`config.mk`:
```
export PLATFORM = sky130hd
export DESIGN_NAME = traffic_phase_ctrl_flat
export DESIGN_NICKNAME = d
export VERILOG_FILES = /design/src/rtl/traffic_pkg.sv /design/src/rtl/traffic_phase_ctrl_if.sv /design/src/rtl/phase_tick_gen.sv /design/src/rtl/traffic_phase_ctrl.sv /design/src/flat_wrapper.sv
export SDC_FILE = /design/constraint.sdc
export NUM_CORES = 1
export LEC_CHECK = 0
export CAP_MARGIN = 20
export CORE_ASPECT_RATIO = 1.75
export CORE_MARGIN = 3
export CORE_UTILIZATION = 29
export DETAILED_ROUTE_END_ITERATION = 7
export DONT_BUFFER_PORTS = 1
export PLACE_DENSITY = 0.42
export SETUP_SLACK_MARGIN = 0.4
export SLEW_MARGIN = 20
export SYNTH_ARGS = -nofsm -noshare
export SYNTH_HDL_FRONTEND = slang
export SYNTH_SLANG_ARGS = --single-unit
```
`constraint.sdc`:
```
create_clock -name Sys_CLK -period 3.22 [get_ports Sys_CLK]
set_input_delay 0.644 -clock Sys_CLK [delete_from_list [all_inputs] [get_ports Sys_CLK]]
set_output_delay 0.644 -clock Sys_CLK [all_outputs]
set_load 0.02 [all_outputs]
```
`src/rtl/traffic_pkg.sv`:
```
// Shared types and constants for the traffic phase controller: phase codes, lamp patterns, limits.
package traffic_pkg;

  typedef enum logic [1:0] {
    HW_PASS = 2'd0,
    HW_WARN = 2'd1,
    CR_PASS = 2'd2,
    CR_WARN = 2'd3
  } phase_t;

  localparam logic [3:0] LED_HW_PASS = 4'b0011;
  localparam logic [3:0] LED_HW_WARN = 4'b0110;
  localparam logic [3:0] LED_CR_PASS = 4'b1001;
  localparam logic [3:0] LED_CR_WARN = 4'b1100;

  localparam logic [7:0] T_PED_SHORT = 8'd10;
  localparam logic [7:0] REMAIN_MAX  = 8'd99;

  function automatic logic [3:0] led_of(phase_t p);
    logic [3:0] led;
    case (p)
      HW_PASS: led = LED_HW_PASS;
      HW_WARN: led = LED_HW_WARN;
      CR_PASS: led = LED_CR_PASS;
      default: led = LED_CR_WARN;
    endcase
    return led;
  endfunction

  // Widened add so a carry past 255 still saturates to REMAIN_MAX.
  function automatic logic [7:0] sat_add(logic [7:0] a, logic [7:0] b);
    logic [8:0] sum;
    sum = {1'b0, a} + {1'b0, b};
    return (sum > {1'b0, REMAIN_MAX}) ? REMAIN_MAX : sum[7:0];
  endfunction

endpackage

```
`src/rtl/traffic_phase_ctrl_if.sv`:
```
// Request inputs and phase/countdown outputs of the traffic phase controller.
interface traffic_phase_ctrl_if;
  import traffic_pkg::*;

  // Plain level signals, no valid/ready: requests are sampled every cycle and act on a
  // rising edge; outputs are registered and valid every cycle after reset.
  logic       ext_req;
  logic       ped_req;
  phase_t     phase;
  logic [7:0] remain;
  logic [3:0] LED;
  logic       phase_end;
  logic [2:0] ext_cnt;

  modport master (
    output ext_req, ped_req,
    input  phase, remain, LED, phase_end, ext_cnt
  );

  modport slave (
    input  ext_req, ped_req,
    output phase, remain, LED, phase_end, ext_cnt
  );

endinterface

```
`src/rtl/phase_tick_gen.sv`:
```
// Free-running divider: one-cycle tick_o every TICK_DIV clocks (counter wraps after TICK_DIV-1).
module phase_tick_gen #(
  parameter int unsigned TICK_DIV = 50_000_000
) (
  input  logic clk_i,
  input  logic rst_i,
  output logic tick_o
);

  localparam int unsigned CW = (TICK_DIV > 2) ? $clog2(TICK_DIV) : 1;

  logic [CW-1:0] cnt_q;

  assign tick_o = (cnt_q == CW'(TICK_DIV - 1));

  always_ff @(posedge clk_i or posedge rst_i) begin
    if (rst_i) begin
      cnt_q <= '0;
    end else if (tick_o) begin
      cnt_q <= '0;
    end else begin
      cnt_q <= cnt_q + 1'b1;
    end
  end

endmodule

```
`src/rtl/traffic_phase_ctrl.sv`:
```
// Four-phase highway/crossing sequencer with crossing extension and highway early end.
// Optional feature macro PED_REQ_EN: pedestrian request shortens HW_PASS once per phase.
module traffic_phase_ctrl
  import traffic_pkg::*;
#(
  parameter int unsigned TICK_DIV  = 50_000_000,
  parameter int unsigned T_HW_PASS = 99,
  parameter int unsigned T_HW_WARN = 33,
  parameter int unsigned T_CR_PASS = 66,
  parameter int unsigned T_CR_WARN = 0,
  parameter int unsigned EXT_STEP  = 30,
  parameter int unsigned EXT_MAX   = 3
) (
  input  logic                Sys_CLK,
  input  logic                Sys_RST,
  traffic_phase_ctrl_if.slave tp
);

  localparam logic [7:0] D_HW_PASS = 8'(T_HW_PASS);
  localparam logic [7:0] D_HW_WARN = 8'(T_HW_WARN);
  localparam logic [7:0] D_CR_PASS = 8'(T_CR_PASS);
  localparam logic [7:0] D_CR_WARN = 8'(T_CR_WARN);
  localparam logic [7:0] D_STEP    = 8'(EXT_STEP);
  localparam logic [2:0] D_EXT_MAX = 3'(EXT_MAX);

  function automatic logic [7:0] dur_of(phase_t p);
    logic [7:0] d;
    case (p)
      HW_PASS: d = D_HW_PASS;
      HW_WARN: d = D_HW_WARN;
      CR_PASS: d = D_CR_PASS;
      default: d = D_CR_WARN;
    endcase
    return d;
  endfunction

  function automatic phase_t next_of(phase_t p);
    phase_t n;
    case (p)
      CR_PASS: n = HW_PASS;
      HW_PASS: n = HW_WARN;
      HW_WARN: n = (T_CR_WARN == 0) ? CR_PASS : CR_WARN;
      default: n = CR_PASS;
    endcase
    return n;
  endfunction

  phase_t     phase_q;
  logic [7:0] remain_q;
  logic [3:0] led_q;
  logic       phase_end_q;
  logic [2:0] ext_cnt_q;
  logic       ext_prev_q;

  logic       tick;
  logic       ext_edge;
  logic       terminal;
  logic       early_ok;
  logic       ext_ok;
  logic       ped_apply;
  phase_t     phase_d;
  logic [7:0] remain_base_d;
  logic [7:0] remain_ext_d;

  phase_tick_gen #(.TICK_DIV(TICK_DIV)) u_tick (
    .clk_i  (Sys_CLK),
    .rst_i  (Sys_RST),
    .tick_o (tick)
  );

  assign ext_edge      = tp.ext_req & ~ext_prev_q;
  assign terminal      = tick & (remain_q == 8'd1);
  assign phase_d       = next_of(phase_q);
  assign early_ok      = ext_edge & (phase_q == HW_PASS) & (remain_q > 8'd1);
  assign ext_ok        = ext_edge & (phase_q == CR_PASS) & (ext_cnt_q < D_EXT_MAX);
  // An extension landing on a non-terminal tick adds to the already-decremented count.
  assign remain_base_d = tick ? (remain_q - 8'd1) : remain_q;
  assign remain_ext_d  = sat_add(remain_base_d, D_STEP);

`ifdef PED_REQ_EN
  logic ped_prev_q;
  logic ped_used_q;

  assign ped_apply = tp.ped_req & ~ped_prev_q & (phase_q == HW_PASS)
                   & (remain_q > T_PED_SHORT) & ~ped_used_q & ~terminal & ~early_ok;

  always_ff @(posedge Sys_CLK or posedge Sys_RST) begin
    if (Sys_RST) begin
      ped_prev_q <= 1'b0;
      ped_used_q <= 1'b0;
    end else begin
      ped_prev_q <= tp.ped_req;
      if (phase_q != HW_PASS) begin
        ped_used_q <= 1'b0;
      end else if (ped_apply) begin
        ped_used_q <= 1'b1;
      end
    end
  end
`else
  assign ped_apply = 1'b0;
`endif

  always_ff @(posedge Sys_CLK or posedge Sys_RST) begin
    if (Sys_RST) begin
      phase_q     <= CR_PASS;
      remain_q    <= D_CR_PASS;
      led_q       <= LED_CR_PASS;
      phase_end_q <= 1'b0;
      ext_cnt_q   <= 3'd0;
      ext_prev_q  <= 1'b0;
    end else begin
      ext_prev_q  <= tp.ext_req;
      phase_end_q <= 1'b0;
      if (terminal) begin
        phase_q     <= phase_d;
        remain_q    <= dur_of(phase_d);
        led_q       <= led_of(phase_d);
        phase_end_q <= 1'b1;
        if (phase_d == CR_PASS) begin
          ext_cnt_q <= 3'd0;
        end
      end else if (early_ok) begin
        phase_q     <= HW_WARN;
        remain_q    <= D_HW_WARN;
        led_q       <= LED_HW_WARN;
        phase_end_q <= 1'b1;
      end else if (ext_ok) begin
        remain_q  <= remain_ext_d;
        ext_cnt_q <= ext_cnt_q + 3'd1;
      end else if (ped_apply) begin
        remain_q <= T_PED_SHORT;
      end else begin
        remain_q <= remain_base_d;
      end
    end
  end

  assign tp.phase     = phase_q;
  assign tp.remain    = remain_q;
  assign tp.LED       = led_q;
  assign tp.phase_end = phase_end_q;
  assign tp.ext_cnt   = ext_cnt_q;

endmodule
```
`src/flat_wrapper.sv`:
```
// flat-port wrapper written by rule: the top's interface ports become plain ports
module traffic_phase_ctrl_flat import traffic_pkg::*;
#(
  parameter int unsigned TICK_DIV  = 50_000_000,
  parameter int unsigned T_HW_PASS = 99,
  parameter int unsigned T_HW_WARN = 33,
  parameter int unsigned T_CR_PASS = 66,
  parameter int unsigned T_CR_WARN = 0,
  parameter int unsigned EXT_STEP  = 30,
  parameter int unsigned EXT_MAX   = 3
)
  (Sys_CLK, Sys_RST, tp_ext_req, tp_ped_req, tp_phase, tp_remain, tp_LED, tp_phase_end, tp_ext_cnt);
  traffic_phase_ctrl_if tp_i ();
  input  logic Sys_CLK;
  input  logic Sys_RST;
  input wire logic [$bits(tp_i.ext_req)-1:0] tp_ext_req;
  input wire logic [$bits(tp_i.ped_req)-1:0] tp_ped_req;
  output wire logic [$bits(tp_i.phase)-1:0] tp_phase;
  output wire logic [$bits(tp_i.remain)-1:0] tp_remain;
  output wire logic [$bits(tp_i.LED)-1:0] tp_LED;
  output wire logic [$bits(tp_i.phase_end)-1:0] tp_phase_end;
  output wire logic [$bits(tp_i.ext_cnt)-1:0] tp_ext_cnt;
  assign tp_i.ext_req = tp_ext_req;
  assign tp_i.ped_req = tp_ped_req;
  assign tp_phase = tp_i.phase;
  assign tp_remain = tp_i.remain;
  assign tp_LED = tp_i.LED;
  assign tp_phase_end = tp_i.phase_end;
  assign tp_ext_cnt = tp_i.ext_cnt;
  traffic_phase_ctrl #(.TICK_DIV(TICK_DIV), .T_HW_PASS(T_HW_PASS), .T_HW_WARN(T_HW_WARN), .T_CR_PASS(T_CR_PASS), .T_CR_WARN(T_CR_WARN), .EXT_STEP(EXT_STEP), .EXT_MAX(EXT_MAX)) u_core (.Sys_CLK(Sys_CLK), .Sys_RST(Sys_RST), .tp(tp_i));
endmodule
```
==> results of run 1 <==
[layout by cell type, fill, tap and decap left out, types with 3 or more instances in the layout]
cell type                    n
sky130_fd_sc_hd__nand3_1    16
sky130_fd_sc_hd__nor4b_1     4
sky130_fd_sc_hd__xor2_1     17
sky130_fd_sc_hd__nor4_1      4
sky130_fd_sc_hd__buf_4      14
sky130_fd_sc_hd__dfrtp_1    39
sky130_fd_sc_hd__a21boi_0    3
sky130_fd_sc_hd__nand2b_1    3
sky130_fd_sc_hd__ha_1        4
sky130_fd_sc_hd__nand4_1     8
sky130_fd_sc_hd__xnor2_1    12
sky130_fd_sc_hd__a21oi_1     8
sky130_fd_sc_hd__o21ai_0     9
sky130_fd_sc_hd__clkbuf_16   5
sky130_fd_sc_hd__and4_1      5
sky130_fd_sc_hd__nor3_1      5
sky130_fd_sc_hd__nand2_1    25
sky130_fd_sc_hd__dfstp_2     4
sky130_fd_sc_hd__nor2b_1     3
sky130_fd_sc_hd__nor2_1     33
sky130_fd_sc_hd__inv_1       6
[cell type report]
| class | count | area [sq um] | area share [%] |
|---|---|---|---|
| clock buffer | 7 | 143 | 4.94 |
| clock inverter | 1 | 5.00 | 0.173 |
| inverter | 8 | 30.0 | 1.04 |
| multi-input combinational | 205 | 1380 | 47.7 |
| sequential | 43 | 1080 | 37.5 |
| tap | 115 | 144 | 4.99 |
| timing repair buffer | 14 | 105 | 3.64 |
[cells in the mapped netlist (all sizes together), types with 3 or more instances]
master,n
a21boi,4
a21oi,8
and2,4
and3,3
and4,5
buf,5
dfrtp,39
dfstp,4
ha,4
inv,8
nand2,26
nand2b,3
nand3,16
nand4,9
nor2,34
nor2b,3
nor3,8
nor4,5
nor4b,6
o21ai,10
or4,3
xnor2,13
xor2,18
[layer usage]
layer	track usage (%)	vias to the layer above
met5	0	-
met4	10.8	0
met3	2.73	22
met2	26.6	43
met1	13.6	940
li1	-	961
[flip-flops by register name, summed over array words and instances (netlist names)]
name	count
u_core.u_tick.cnt_q	26
u_core.tp.remain	8
u_core.tp.LED	4
u_core.tp.ext_cnt	3
u_core.ext_prev_q	1
u_core.tp.phase_end	1
[worst max-delay path, stage by stage (launching register included)]
cell	delay, ps
sky130_fd_sc_hd__dfstp_2	680
sky130_fd_sc_hd__inv_1	130
sky130_fd_sc_hd__ha_1	400
sky130_fd_sc_hd__or4_1	520
sky130_fd_sc_hd__a21oi_1	200
sky130_fd_sc_hd__o41a_1	280
sky130_fd_sc_hd__o21ai_0	190
sky130_fd_sc_hd__and3_2	240
[power groups by stage]
stage / sequential, mW / combinational, mW / clock, mW
floorplan: 0.613 / 0.111 / 0
global placement: 0.617 / 0.156 / 0
detailed placement: 0.616 / 0.155 / 0
CTS: 0.607 / 0.156 / 0.540
global route: 0.611 / 0.181 / 0.557
finish: 0.608 / 0.164 / 0.517
[metrics by stage]
stage	hold WS, ps	instance area, sq um
after global routing	372	2890
after global placement	473	2680
after CTS	375	2830
after floorplan	448	2500
final	384	2890
after detailed placement	480	2680
[repair_timing]
action,4_1_cts,5_1_grt
setup buffers,0,4
gates resized for setup,0,5
endpoints found under the setup margin,0,5
[kinds of logic (layout without fill, tap and decap cells)]
kind of cell | after synthesis | after routing | share of synthesized area [%]
flops | 43 | 43 | 43.3
fa+ha+maj | 4 | 4 | 2.01
compound gates | 37 | 37 | 10.3
xor+xnor | 31 | 31 | 10.9
simple gates | 133 | 133 | 30.6
buf+inv | 15 | 30 | 2.91
[path summary, 6_finish.rpt]
kind / cells past startpoint / start / end / slack [ps]
max: 7 / u_core.tp.remain[1] / u_core.tp.remain[3] / 470
min: 0 / tp_ext_req / u_core.ext_prev_q / 380
max reg2reg: 7 / u_core.tp.remain[1] / u_core.tp.remain[3] / 470
min reg2reg: 1 / u_core.u_tick.cnt_q[0] / u_core.u_tick.cnt_q[0] / 490
max in group asynchronous: 1 / Sys_RST / u_core.u_tick.cnt_q[7] / 2170
min in group asynchronous: 1 / Sys_RST / u_core.tp.phase_end / 460
==> report_table.html, run 1 <==
<table>
<tr><th>Metric</th><th>Value</th></tr>
<tr><th colspan="2">Synth</th></tr>
<tr><td>Post-synth top flop</td><td>sky130_fd_sc_hd__dfrtp_1</td></tr>
<tr><td>Fraction of the yosys area taken by sequential cells</td><td>43.3%</td></tr>
<tr><td>Mapped Cells</td><td>263</td></tr>
<tr><td>Syn Nets</td><td>271</td></tr>
<tr><td>Number of warning messages in the yosys log</td><td>0</td></tr>
<tr><td>Netlist Area Pre-Place</td><td>0.00250 sq mm</td></tr>
<tr><td>Fraction of registers with async set/reset</td><td>100%</td></tr>
<tr><td>Area share of the largest cell type after synthesis</td><td>39.1%</td></tr>
<tr><td>Top post-synthesis cells by area</td><td>sky130_fd_sc_hd__dfrtp_1, sky130_fd_sc_hd__xor2_1, sky130_fd_sc_hd__nor2_1</td></tr>
<tr><td>Dominant cell type by area after synthesis</td><td>sky130_fd_sc_hd__dfrtp_1</td></tr>
<tr><td>Number of unique standard cell types used by synthesis</td><td>59</td></tr>
<tr><td>EDFF count, synth</td><td>0</td></tr>
<tr><td>Post-synthesis sequential element count</td><td>43</td></tr>
<tr><td>Per-instance average area after synthesis</td><td>9.49 sq um</td></tr>
<tr><th colspan="2">Detailed routing</th></tr>
<tr><td>Number of iterations in the first detailed-routing pass</td><td>4</td></tr>
<tr><td>Highest layer used for signal routing</td><td>met4</td></tr>
<tr><td>Initial DRC count</td><td>152</td></tr>
<tr><td>Via-per-instance ratio</td><td>5.00</td></tr>
<tr><td>DRT Wirelength</td><td>6640 um</td></tr>
<tr><td>DRT antenna net count</td><td>0</td></tr>
<tr><td>Via total after detailed routing</td><td>1966</td></tr>
<tr><td>Post-detailed-route wirelength per cell</td><td>16.9 um</td></tr>
<tr><td>Met3 wirelength from detailed routing</td><td>214 um</td></tr>
<tr><td>Met2 wire length</td><td>3590 um</td></tr>
<tr><td>Number of remaining DRC errors</td><td>0</td></tr>
<tr><td>Total routed wire length on the met1 layer</td><td>2400 um</td></tr>
<tr><th colspan="2">Power and ir drop</th></tr>
<tr><td>PwrDens</td><td>447 mW/mm^2</td></tr>
<tr><td>Portion of total power attributed to sequential cells</td><td>47.2%</td></tr>
<tr><td>Leak</td><td>1.20 nW</td></tr>
<tr><td>Net Switching</td><td>353 uW</td></tr>
<tr><td>Clock Power Share</td><td>40.1%</td></tr>
<tr><td>Total power</td><td>1.29 mW</td></tr>
<tr><td>Largest vdd supply drop</td><td>194 uV</td></tr>
<tr><td>Cell-internal power</td><td>936 uW</td></tr>
<tr><td>Proportion of total power due to net switching</td><td>27.4%</td></tr>
<tr><td>Logic gate share of total power</td><td>12.7%</td></tr>
<tr><th colspan="2">STA</th></tr>
<tr><td>Worst slew pin tran</td><td>964 ps</td></tr>
<tr><td>Maximum clock frequency</td><td>363 MHz</td></tr>
<tr><td>Fin Clk Skew</td><td>5.27 ps</td></tr>
<tr><td>Total count of max-transition violations in the final report</td><td>0</td></tr>
<tr><td>Number of endpoints with negative hold slack in the final report</td><td>0</td></tr>
<tr><td>Tcrit/Tclk final</td><td>85.5%</td></tr>
<tr><td>Slew Limit Headroom</td><td>35.7%</td></tr>
<tr><td>Final critical-path required period</td><td>2750 ps</td></tr>
<tr><td>Unrepaired setup endpoints after global routing</td><td>true</td></tr>
<tr><td>Final setup viols</td><td>0</td></tr>
<tr><td>Slack of the critical path</td><td>466 ps</td></tr>
<tr><td>Setup TNS</td><td>0 ps</td></tr>
<tr><th colspan="2">CTS</th></tr>
<tr><td>CTS max path bufs</td><td>2</td></tr>
<tr><td>CTS tree</td><td>yes</td></tr>
<tr><td>Number of hold buffers added after cts</td><td>0</td></tr>
<tr><td>Number of buffers added by the clock tree synthesis step</td><td>5</td></tr>
<tr><td>Clock tree root driver cell</td><td>sky130_fd_sc_hd__clkbuf_16</td></tr>
<tr><td>Clock latency reported for the late side of the worst-skew pair</td><td>290 ps</td></tr>
<tr><td>Clock sink count</td><td>43</td></tr>
<tr><td>Number of levels the H-tree was split into</td><td>2</td></tr>
<tr><td>Clock-pin slew of the registers on the worst-case setup and hold paths</td><td>60 ps</td></tr>
<tr><th colspan="2">Floorplan</th></tr>
<tr><td>Height of the chip</td><td>129 um</td></tr>
<tr><td>Number of top-level pins</td><td>22</td></tr>
<tr><td>Starting Density</td><td>30.0%</td></tr>
<tr><td>Total Die Area</td><td>0.00980 sq mm</td></tr>
<tr><td>Standard-cell rows</td><td>44</td></tr>
<tr><td>Placeable core area</td><td>0.00831 sq mm</td></tr>
<tr><td>Chip Width</td><td>76.1 um</td></tr>
<tr><th colspan="2">Finish</th></tr>
<tr><td>Diode count</td><td>0</td></tr>
<tr><td>Count of placed standard cells in the final layout, fillers left out</td><td>393</td></tr>
<tr><td>Filler instances</td><td>863</td></tr>
<tr><td>Core utilization of the finished layout</td><td>34.7%</td></tr>
<tr><td>Nets</td><td>285</td></tr>
<tr><td>Synthesis-to-layout area growth</td><td>15.6%</td></tr>
<tr><td>Fraction of final layout cells sized beyond drive strength 1</td><td>18.0%</td></tr>
<tr><th colspan="2">Setup path</th></tr>
<tr><td>Crit path arrival time</td><td>2930 ps</td></tr>
<tr><td>Worst setup path class</td><td>reg -&gt; reg</td></tr>
<tr><td>Largest fanout on the critical path</td><td>6</td></tr>
<tr><td>CP startpoint kind</td><td>flip-flop</td></tr>
<tr><td>Crit. End Element</td><td>flip-flop</td></tr>
<tr><td>WP data required</td><td>3400 ps</td></tr>
<tr><th colspan="2">Run status</th></tr>
<tr><td>Run status</td><td>complete, no violations</td></tr>
<tr><th colspan="2">Placed design</th></tr>
<tr><td>Setup slack after placement</td><td>491 ps</td></tr>
<tr><td>Number of placed instances, taps included</td><td>381</td></tr>
<tr><td>HPWL after detailed placement</td><td>4940 um</td></tr>
<tr><td>Count of input and output buffers</td><td>0</td></tr>
<tr><td>Weighted congestion reported at the end of routability-driven placement</td><td>0.825</td></tr>
<tr><th colspan="2">Flow run</th></tr>
<tr><td>Max-Cap Viols</td><td>0</td></tr>
<tr><th colspan="2">Global route</th></tr>
<tr><td>Antenna violations before repair</td><td>0</td></tr>
<tr><td>Leftover overflow at the end of global routing</td><td>0</td></tr>
<tr><td>Overall routing resource usage</td><td>14.2%</td></tr>
<tr><td>Vias in the first global route</td><td>2016</td></tr>
<tr><td>Maximum number of pins on one net before global-route repair</td><td>44</td></tr>
<tr><td>First-pass GRT wire length</td><td>10600 um</td></tr>
<tr><th colspan="2">Hold path</th></tr>
<tr><td>Type of the most critical hold path</td><td>in -&gt; reg</td></tr>
</table>
Power figures use the tool's default switching activity.
==> run 2: changes to the inputs <==
- clock period: 3.22 -> 3.55 ns (I/O delays scaled with it)
==> report_table.html, run 2 (synthesized netlist as in run 1, its figures left out) <==
<table>
<tr><th>Metric</th><th>Value</th></tr>
<tr><th colspan="2">Run status</th></tr>
<tr><td>Run status</td><td>complete, no violations</td></tr>
<tr><th colspan="2">CTS</th></tr>
<tr><td>Clock sink count</td><td>43</td></tr>
<tr><td>Clock-pin slew of the registers on the worst-case setup and hold paths</td><td>60 ps</td></tr>
<tr><td>Number of hold buffers added after cts</td><td>0</td></tr>
<tr><td>Setup repair bufs after CTS</td><td>0</td></tr>
<tr><td>Clock tree root driver cell</td><td>sky130_fd_sc_hd__clkbuf_16</td></tr>
<tr><td>CTS max path bufs</td><td>2</td></tr>
<tr><td>Clock latency reported for the late side of the worst-skew pair</td><td>290 ps</td></tr>
<tr><td>Number of levels the H-tree was split into</td><td>2</td></tr>
<tr><td>Number of buffers added by the clock tree synthesis step</td><td>5</td></tr>
<tr><td>CTS tree</td><td>yes</td></tr>
<tr><th colspan="2">Global route</th></tr>
<tr><td>Vias in the first global route</td><td>2090</td></tr>
<tr><td>Maximum number of pins on one net before global-route repair</td><td>44</td></tr>
<tr><td>Overall routing resource usage</td><td>14.3%</td></tr>
<tr><td>First-pass GRT wire length</td><td>10800 um</td></tr>
<tr><td>Leftover overflow at the end of global routing</td><td>0</td></tr>
<tr><td>Antenna violations before repair</td><td>0</td></tr>
<tr><th colspan="2">Placed design</th></tr>
<tr><td>Instance area after placement</td><td>0.00264 sq mm</td></tr>
<tr><td>Count of input and output buffers</td><td>0</td></tr>
<tr><td>Number of placed instances, taps included</td><td>376</td></tr>
<tr><td>Weighted congestion reported at the end of routability-driven placement</td><td>0.822</td></tr>
<tr><td>HPWL after detailed placement</td><td>4880 um</td></tr>
<tr><th colspan="2">Detailed routing</th></tr>
<tr><td>Via total after detailed routing</td><td>1915</td></tr>
<tr><td>Number of iterations in the first detailed-routing pass</td><td>4</td></tr>
<tr><td>Via-per-instance ratio</td><td>4.99</td></tr>
<tr><td>Post-detailed-route wirelength per cell</td><td>16.8 um</td></tr>
<tr><td>DRT Wirelength</td><td>6470 um</td></tr>
<tr><td>DRT antenna net count</td><td>0</td></tr>
<tr><td>Number of remaining DRC errors</td><td>0</td></tr>
<tr><td>Initial DRC count</td><td>83</td></tr>
<tr><th colspan="2">Finish</th></tr>
<tr><td>Diode count</td><td>0</td></tr>
<tr><td>Post-route design area</td><td>0.00278 sq mm</td></tr>
<tr><td>Top register by number of flip-flops</td><td>u_core.u_tick.cnt_q</td></tr>
<tr><td>Fraction of final layout cells sized beyond drive strength 1</td><td>14.9%</td></tr>
<tr><td>Commonest cells after routing, fill and taps aside</td><td>sky130_fd_sc_hd__dfrtp_1, sky130_fd_sc_hd__nor2_1, sky130_fd_sc_hd__nand2_1, sky130_fd_sc_hd__xor2_1, sky130_fd_sc_hd__nand3_1</td></tr>
<tr><td>Filler instances</td><td>874</td></tr>
<tr><td>Most common cell after layout, fill and taps aside</td><td>sky130_fd_sc_hd__dfrtp_1</td></tr>
<tr><td>Nets</td><td>276</td></tr>
<tr><td>Synthesis-to-layout area growth</td><td>11.5%</td></tr>
<tr><td>Count of placed standard cells in the final layout, fillers left out</td><td>384</td></tr>
<tr><td>Number of flip-flops under the largest register name</td><td>26</td></tr>
<tr><th colspan="2">STA</th></tr>
<tr><td>Setup TNS</td><td>0 ps</td></tr>
<tr><td>Final setup viols</td><td>0</td></tr>
<tr><td>Slew Limit Headroom</td><td>37.1%</td></tr>
<tr><td>Final critical-path required period</td><td>2860 ps</td></tr>
<tr><td>Number of endpoints with negative hold slack in the final report</td><td>0</td></tr>
<tr><td>Maximum clock frequency</td><td>349 MHz</td></tr>
<tr><td>Unrepaired setup endpoints after global routing</td><td>false</td></tr>
<tr><td>Fin Clk Skew</td><td>6.43 ps</td></tr>
<tr><td>Worst slew pin tran</td><td>942 ps</td></tr>
<tr><td>Total count of max-transition violations in the final report</td><td>0</td></tr>
<tr><td>Tcrit/Tclk final</td><td>80.7%</td></tr>
<tr><th colspan="2">Floorplan</th></tr>
<tr><td>Placeable core area</td><td>0.00831 sq mm</td></tr>
<tr><td>Starting Density</td><td>30.0%</td></tr>
<tr><td>Height of the chip</td><td>129 um</td></tr>
<tr><td>Standard-cell rows</td><td>44</td></tr>
<tr><td>Number of top-level pins</td><td>22</td></tr>
<tr><td>Chip Width</td><td>76.1 um</td></tr>
<tr><td>Total Die Area</td><td>0.00980 sq mm</td></tr>
<tr><th colspan="2">Power and ir drop</th></tr>
<tr><td>Portion of total power attributed to sequential cells</td><td>48.9%</td></tr>
<tr><td>Largest vdd supply drop</td><td>200 uV</td></tr>
<tr><td>Net Switching</td><td>320 uW</td></tr>
<tr><td>Proportion of total power due to net switching</td><td>28.1%</td></tr>
<tr><td>Logic gate share of total power</td><td>11.1%</td></tr>
<tr><td>Cell-internal power</td><td>818 uW</td></tr>
<tr><td>Leak</td><td>1.13 nW</td></tr>
<tr><td>Clock Power Share</td><td>40.0%</td></tr>
<tr><td>Total power</td><td>1.14 mW</td></tr>
<tr><td>PwrDens</td><td>409 mW/mm^2</td></tr>
<tr><th colspan="2">Hold path</th></tr>
<tr><td>Type of the most critical hold path</td><td>in -&gt; reg</td></tr>
<tr><th colspan="2">Setup path</th></tr>
<tr><td>Largest fanout on the critical path</td><td>9</td></tr>
<tr><td>Worst setup path class</td><td>reg -&gt; reg</td></tr>
<tr><td>WP data required</td><td>3780 ps</td></tr>
<tr><td>Crit path arrival time</td><td>3100 ps</td></tr>
<tr><td>Crit. End Element</td><td>flip-flop</td></tr>
<tr><td>CP startpoint kind</td><td>flip-flop</td></tr>
<tr><th colspan="2">Flow run</th></tr>
<tr><td>Max-Cap Viols</td><td>0</td></tr>
</table>
run 2: changes by cell type in the layout (fill, tap and decap cells not counted), sizes merged:
| cell | before | now |
|---|---|---|
| buf | 14 | 5 |
| clkbuf | 7 | 6 |
| clkinvlp | 0 | 1 |
run 2: critical path, cell delays in order (launching register included):
cell,delay (ps)
sky130_fd_sc_hd__dfrtp_1,490
sky130_fd_sc_hd__inv_1,160
sky130_fd_sc_hd__ha_2,290
sky130_fd_sc_hd__nand2b_1,130
sky130_fd_sc_hd__nor4b_1,260
sky130_fd_sc_hd__o211ai_1,160
sky130_fd_sc_hd__and2_0,180
sky130_fd_sc_hd__o41a_1,500
sky130_fd_sc_hd__o21ai_0,380
sky130_fd_sc_hd__and3_2,250
run 2: area by class of cell:
cell class                      instances  area (sq um)  share of cell area, %
Multi-Input combinational cell        205          1350                   48.5
Sequential cell                        43          1080                   38.8
Tap cell                              115           144                   5.17
Clock buffer                            6           129                   4.63
Timing Repair Buffer                    5          37.5                   1.35
Inverter                                8          30.0                   1.08
Clock inverter                          2          12.5                  0.449
run 2: power by group through the flow:
stage          clock network, mW  logic [mW]  registers, mW
2_1_floorplan                  0       0.101          0.556
3_3_place_gp                   0       0.126          0.566
3_5_place_dp                   0       0.126          0.566
4_1_cts                    0.478       0.127          0.558
5_1_grt                    0.496       0.143          0.559
6_report                   0.455       0.127          0.557
run 2: per-layer routing:
metal	part of all wire (%)	global-route usage [%]	vias up
li1	-	-	941
met3	3.5	3.15	16
met1	35	13.0	912
met5	0	0	-
met4	5.0	9.07	0
met2	57	28.3	46
run 2: final timing paths:
check | startpoint | to | slack (ps) | cells after the start
setup reg to reg | u_core.tp.remain[0] | u_core.tp.remain[3] | 690 | 9
setup / recovery | u_core.tp.remain[0] | u_core.tp.remain[3] | 690 | 9
max in group asynchronous | Sys_RST | u_core.u_tick.cnt_q[11] | 2450 | 1
hold reg to reg | u_core.u_tick.cnt_q[0] | u_core.u_tick.cnt_q[0] | 490 | 1
hold / removal | tp_ext_req | u_core.ext_prev_q | 440 | 0
min in group asynchronous | Sys_RST | u_core.tp.remain[4] | 510 | 1
run 2: metrics by stage:
step	utilization, %	setup slack (ps)	hold slack [ps]
3_3_place_gp	31.8	601	475
4_1_cts	33.5	548	435
6_report	33.5	685	444
5_1_grt	33.5	493	430
2_1_floorplan	-	854	448
3_5_place_dp	31.8	572	486
run 2: what timing repair did:
item	CTS	global route
resized for setup	0	1
endpoints found under the hold margin	0	0
endpoints found under the setup margin	0	3
==> run 3: changes to the inputs <==
- PLACE_DENSITY: 0.42 -> 0.43
- clock period: 3.55 -> 2.4 ns (I/O delays scaled with it)
==> report_table.html, run 3 (synthesized netlist as in run 1, its figures left out) <==
<table>
<tr><th>Metric</th><th>Value</th></tr>
<tr><th colspan="2">Run status</th></tr>
<tr><td>Run status</td><td>finished with violations</td></tr>
<tr><td>Violations in the final reports</td><td>negative setup slack</td></tr>
<tr><th colspan="2">Global route</th></tr>
<tr><td>Vias in the first global route</td><td>2298</td></tr>
<tr><td>Global Route met2 Usage</td><td>30.5%</td></tr>
<tr><td>Leftover overflow at the end of global routing</td><td>0</td></tr>
<tr><td>Met1 capacity usage during global routing</td><td>14.8%</td></tr>
<tr><td>Maximum number of pins on one net before global-route repair</td><td>28</td></tr>
<tr><td>Global-route met3 utilization</td><td>3.15%</td></tr>
<tr><td>Overall routing resource usage</td><td>15.7%</td></tr>
<tr><td>Antenna violations before repair</td><td>0</td></tr>
<tr><td>First-pass GRT wire length</td><td>11800 um</td></tr>
<tr><td>Gr busiest metal</td><td>met2</td></tr>
<tr><th colspan="2">Floorplan</th></tr>
<tr><td>Chip Width</td><td>76.1 um</td></tr>
<tr><td>Number of top-level pins</td><td>22</td></tr>
<tr><td>Standard-cell rows</td><td>44</td></tr>
<tr><td>Starting Density</td><td>30.0%</td></tr>
<tr><td>Total Die Area</td><td>0.00980 sq mm</td></tr>
<tr><td>Height of the chip</td><td>129 um</td></tr>
<tr><td>Placeable core area</td><td>0.00831 sq mm</td></tr>
<tr><th colspan="2">Placed design</th></tr>
<tr><td>Weighted congestion reported at the end of routability-driven placement</td><td>0.833</td></tr>
<tr><td>HPWL after detailed placement</td><td>5580 um</td></tr>
<tr><td>Setup slack after placement</td><td>-231 ps</td></tr>
<tr><td>Count of input and output buffers</td><td>0</td></tr>
<tr><td>Instance area after placement</td><td>0.00306 sq mm</td></tr>
<tr><th colspan="2">Power and ir drop</th></tr>
<tr><td>Largest vdd supply drop</td><td>240 uV</td></tr>
<tr><td>Leak</td><td>1.52 nW</td></tr>
<tr><td>PwrDens</td><td>530 mW/mm^2</td></tr>
<tr><td>Total power</td><td>1.88 mW</td></tr>
<tr><th colspan="2">CTS</th></tr>
<tr><td>Clock tree root driver cell</td><td>sky130_fd_sc_hd__clkbuf_16</td></tr>
<tr><td>Clock sink count</td><td>43</td></tr>
<tr><td>Number of hold buffers added after cts</td><td>0</td></tr>
<tr><td>Number of buffers added by the clock tree synthesis step</td><td>5</td></tr>
<tr><td>CTS max path bufs</td><td>2</td></tr>
<tr><td>Clock-pin slew of the registers on the worst-case setup and hold paths</td><td>70 ps</td></tr>
<tr><td>Number of levels the H-tree was split into</td><td>2</td></tr>
<tr><td>Clock latency reported for the late side of the worst-skew pair</td><td>290 ps</td></tr>
<tr><td>CTS tree</td><td>yes</td></tr>
<tr><th colspan="2">Finish</th></tr>
<tr><td>Filler instances</td><td>805</td></tr>
<tr><td>Nets</td><td>338</td></tr>
<tr><td>Diode count</td><td>0</td></tr>
<tr><td>Most common cell after layout, fill and taps aside</td><td>sky130_fd_sc_hd__buf_4</td></tr>
<tr><td>Fraction of final layout cells sized beyond drive strength 1</td><td>42.6%</td></tr>
<tr><td>Post-route design area</td><td>0.00354 sq mm</td></tr>
<tr><td>Commonest cells after routing, fill and taps aside</td><td>sky130_fd_sc_hd__buf_4, sky130_fd_sc_hd__dfrtp_1, sky130_fd_sc_hd__nor2_1, sky130_fd_sc_hd__nand2_1, sky130_fd_sc_hd__xor2_1</td></tr>
<tr><td>Footprint of the flip-flops and latches</td><td>0.00108 sq mm</td></tr>
<tr><td>Multi-input gate area in the final layout</td><td>0.00160 sq mm</td></tr>
<tr><td>Number of flip-flops under the largest register name</td><td>26</td></tr>
<tr><td>Top register by number of flip-flops</td><td>u_core.u_tick.cnt_q</td></tr>
<tr><td>Synthesis-to-layout area growth</td><td>42.0%</td></tr>
<tr><th colspan="2">Setup path</th></tr>
<tr><td>Crit. End Element</td><td>flip-flop</td></tr>
<tr><td>Crit path arrival time</td><td>2600 ps</td></tr>
<tr><td>Critical-path cell with the highest stage delay</td><td>sky130_fd_sc_hd__dfrtp_1</td></tr>
<tr><td>Reg-to-reg critical path endpoint</td><td>u_core.tp.remain[2]</td></tr>
<tr><td>CP startpoint kind</td><td>flip-flop</td></tr>
<tr><td>Number of cells on the worst reg-to-reg path</td><td>10</td></tr>
<tr><td>Largest fanout on the critical path</td><td>6</td></tr>
<tr><td>Worst path buffer plus inverter count</td><td>2</td></tr>
<tr><td>Reg2reg start</td><td>u_core.u_tick.cnt_q[0]</td></tr>
<tr><td>Worst setup path class</td><td>reg -&gt; reg</td></tr>
<tr><td>WP data required</td><td>2570 ps</td></tr>
<tr><td>Top Family by Delay on Critical Path</td><td>compound AO/OA/AOI/OAI gates</td></tr>
<tr><td>Critical Path Max Stage Delay</td><td>390 ps</td></tr>
<tr><td>Worst R2R Setup Slack</td><td>-20 ps</td></tr>
<tr><td>Ordered list of cells on the worst path</td><td>ha_4, nand4_1, nor3_2, buf_4, buf_6, nand3_2, xnor2_2, o41a_1, nor4_2, o311a_2</td></tr>
<tr><th colspan="2">STA</th></tr>
<tr><td>Tcrit/Tclk final</td><td>101%</td></tr>
<tr><td>Maximum clock frequency</td><td>412 MHz</td></tr>
<tr><td>Number of endpoints with negative hold slack in the final report</td><td>0</td></tr>
<tr><td>Worst slew pin tran</td><td>429 ps</td></tr>
<tr><td>Slack of the critical path</td><td>-24.7 ps</td></tr>
<tr><td>Final setup viols</td><td>1</td></tr>
<tr><td>Final critical-path required period</td><td>2420 ps</td></tr>
<tr><td>Slew Limit Headroom</td><td>71.4%</td></tr>
<tr><td>Unrepaired setup endpoints after global routing</td><td>true</td></tr>
<tr><td>Fin Clk Skew</td><td>7.70 ps</td></tr>
<tr><td>Total count of max-transition violations in the final report</td><td>0</td></tr>
<tr><th colspan="2">Detailed routing</th></tr>
<tr><td>Number of remaining DRC errors</td><td>0</td></tr>
<tr><td>DRT antenna net count</td><td>0</td></tr>
<tr><td>Number of iterations in the first detailed-routing pass</td><td>4</td></tr>
<tr><td>DRT Wirelength</td><td>7450 um</td></tr>
<tr><td>Post-detailed-route wirelength per cell</td><td>16.7 um</td></tr>
<tr><td>Initial DRC count</td><td>71</td></tr>
<tr><td>Via total after detailed routing</td><td>2238</td></tr>
<tr><td>Via-per-instance ratio</td><td>5.02</td></tr>
<tr><th colspan="2">Hold path</th></tr>
<tr><td>Type of the most critical hold path</td><td>in -&gt; async</td></tr>
<tr><th colspan="2">Flow run</th></tr>
<tr><td>Max-Cap Viols</td><td>0</td></tr>
</table>
run 3: cell count changes in the layout (fill, tap and decap cells not counted), moves of 3 or more:
cell	before	now
sky130_fd_sc_hd__nand3_1	16	10
sky130_fd_sc_hd__buf_4	5	60
sky130_fd_sc_hd__o21ai_0	10	5
sky130_fd_sc_hd__nand2_1	25	21
sky130_fd_sc_hd__buf_6	0	7
sky130_fd_sc_hd__o21ai_1	0	3
sky130_fd_sc_hd__nand3_2	0	6
run 3: routing by layer:
metal,part of all wire [%],vias up
met5,0,-
met4,4.7,0
met3,3.0,21
met2,57,57
met1,35,1097
li1,-,1063
run 3: repair_timing:
item	CTS	global route
pin swaps	9	15
endpoints found under the hold margin	0	0
setup endpoints to repair	20	20
setup buffers	5	5
resized for setup	31	26
run 3: area by class of cell:
cell class	count	share of cell area, %
inverters	8	0.918
repair buffers	67	14.9
multi-input cells	205	45.1
flip-flops and latches	43	30.6
well taps	115	4.06
clock buffers	8	4.41
run 3: worst max-delay path by stage:
stage / depth (start not counted) / endpoint / slack (ps) / startpoint
global placement: 7 / u_core.tp.remain[2] / -180 / u_core.u_tick.cnt_q[1]
detailed placement: 7 / u_core.tp.remain[2] / -230 / u_core.u_tick.cnt_q[1]
finish: 10 / u_core.tp.remain[2] / -20 / u_core.u_tick.cnt_q[0]
global route: 10 / u_core.tp.remain[2] / -150 / u_core.u_tick.cnt_q[0]
CTS: 7 / u_core.tp.remain[2] / 30 / u_core.tp.remain[1]
floorplan: 9 / u_core.tp.ext_cnt[2] / -60 / u_core.tp.remain[3]
run 3: power by group:
group | internal, mW | switching [mW]
Combinational | 0.153 | 0.201
Sequential | 0.756 | 0.0341
Clock | 0.444 | 0.291
run 3: metrics by stage:
stage               utilization [%]  cells  hold WS, ps  setup TNS, ps
floorplan                         -    263          449           -192
global placement               36.8    428          364           -542
detailed placement             36.8    428          373           -835
CTS                            40.4    441         56.1              0
global route                   42.6    446         68.8           -507
finish                         42.6    446         47.7          -24.7
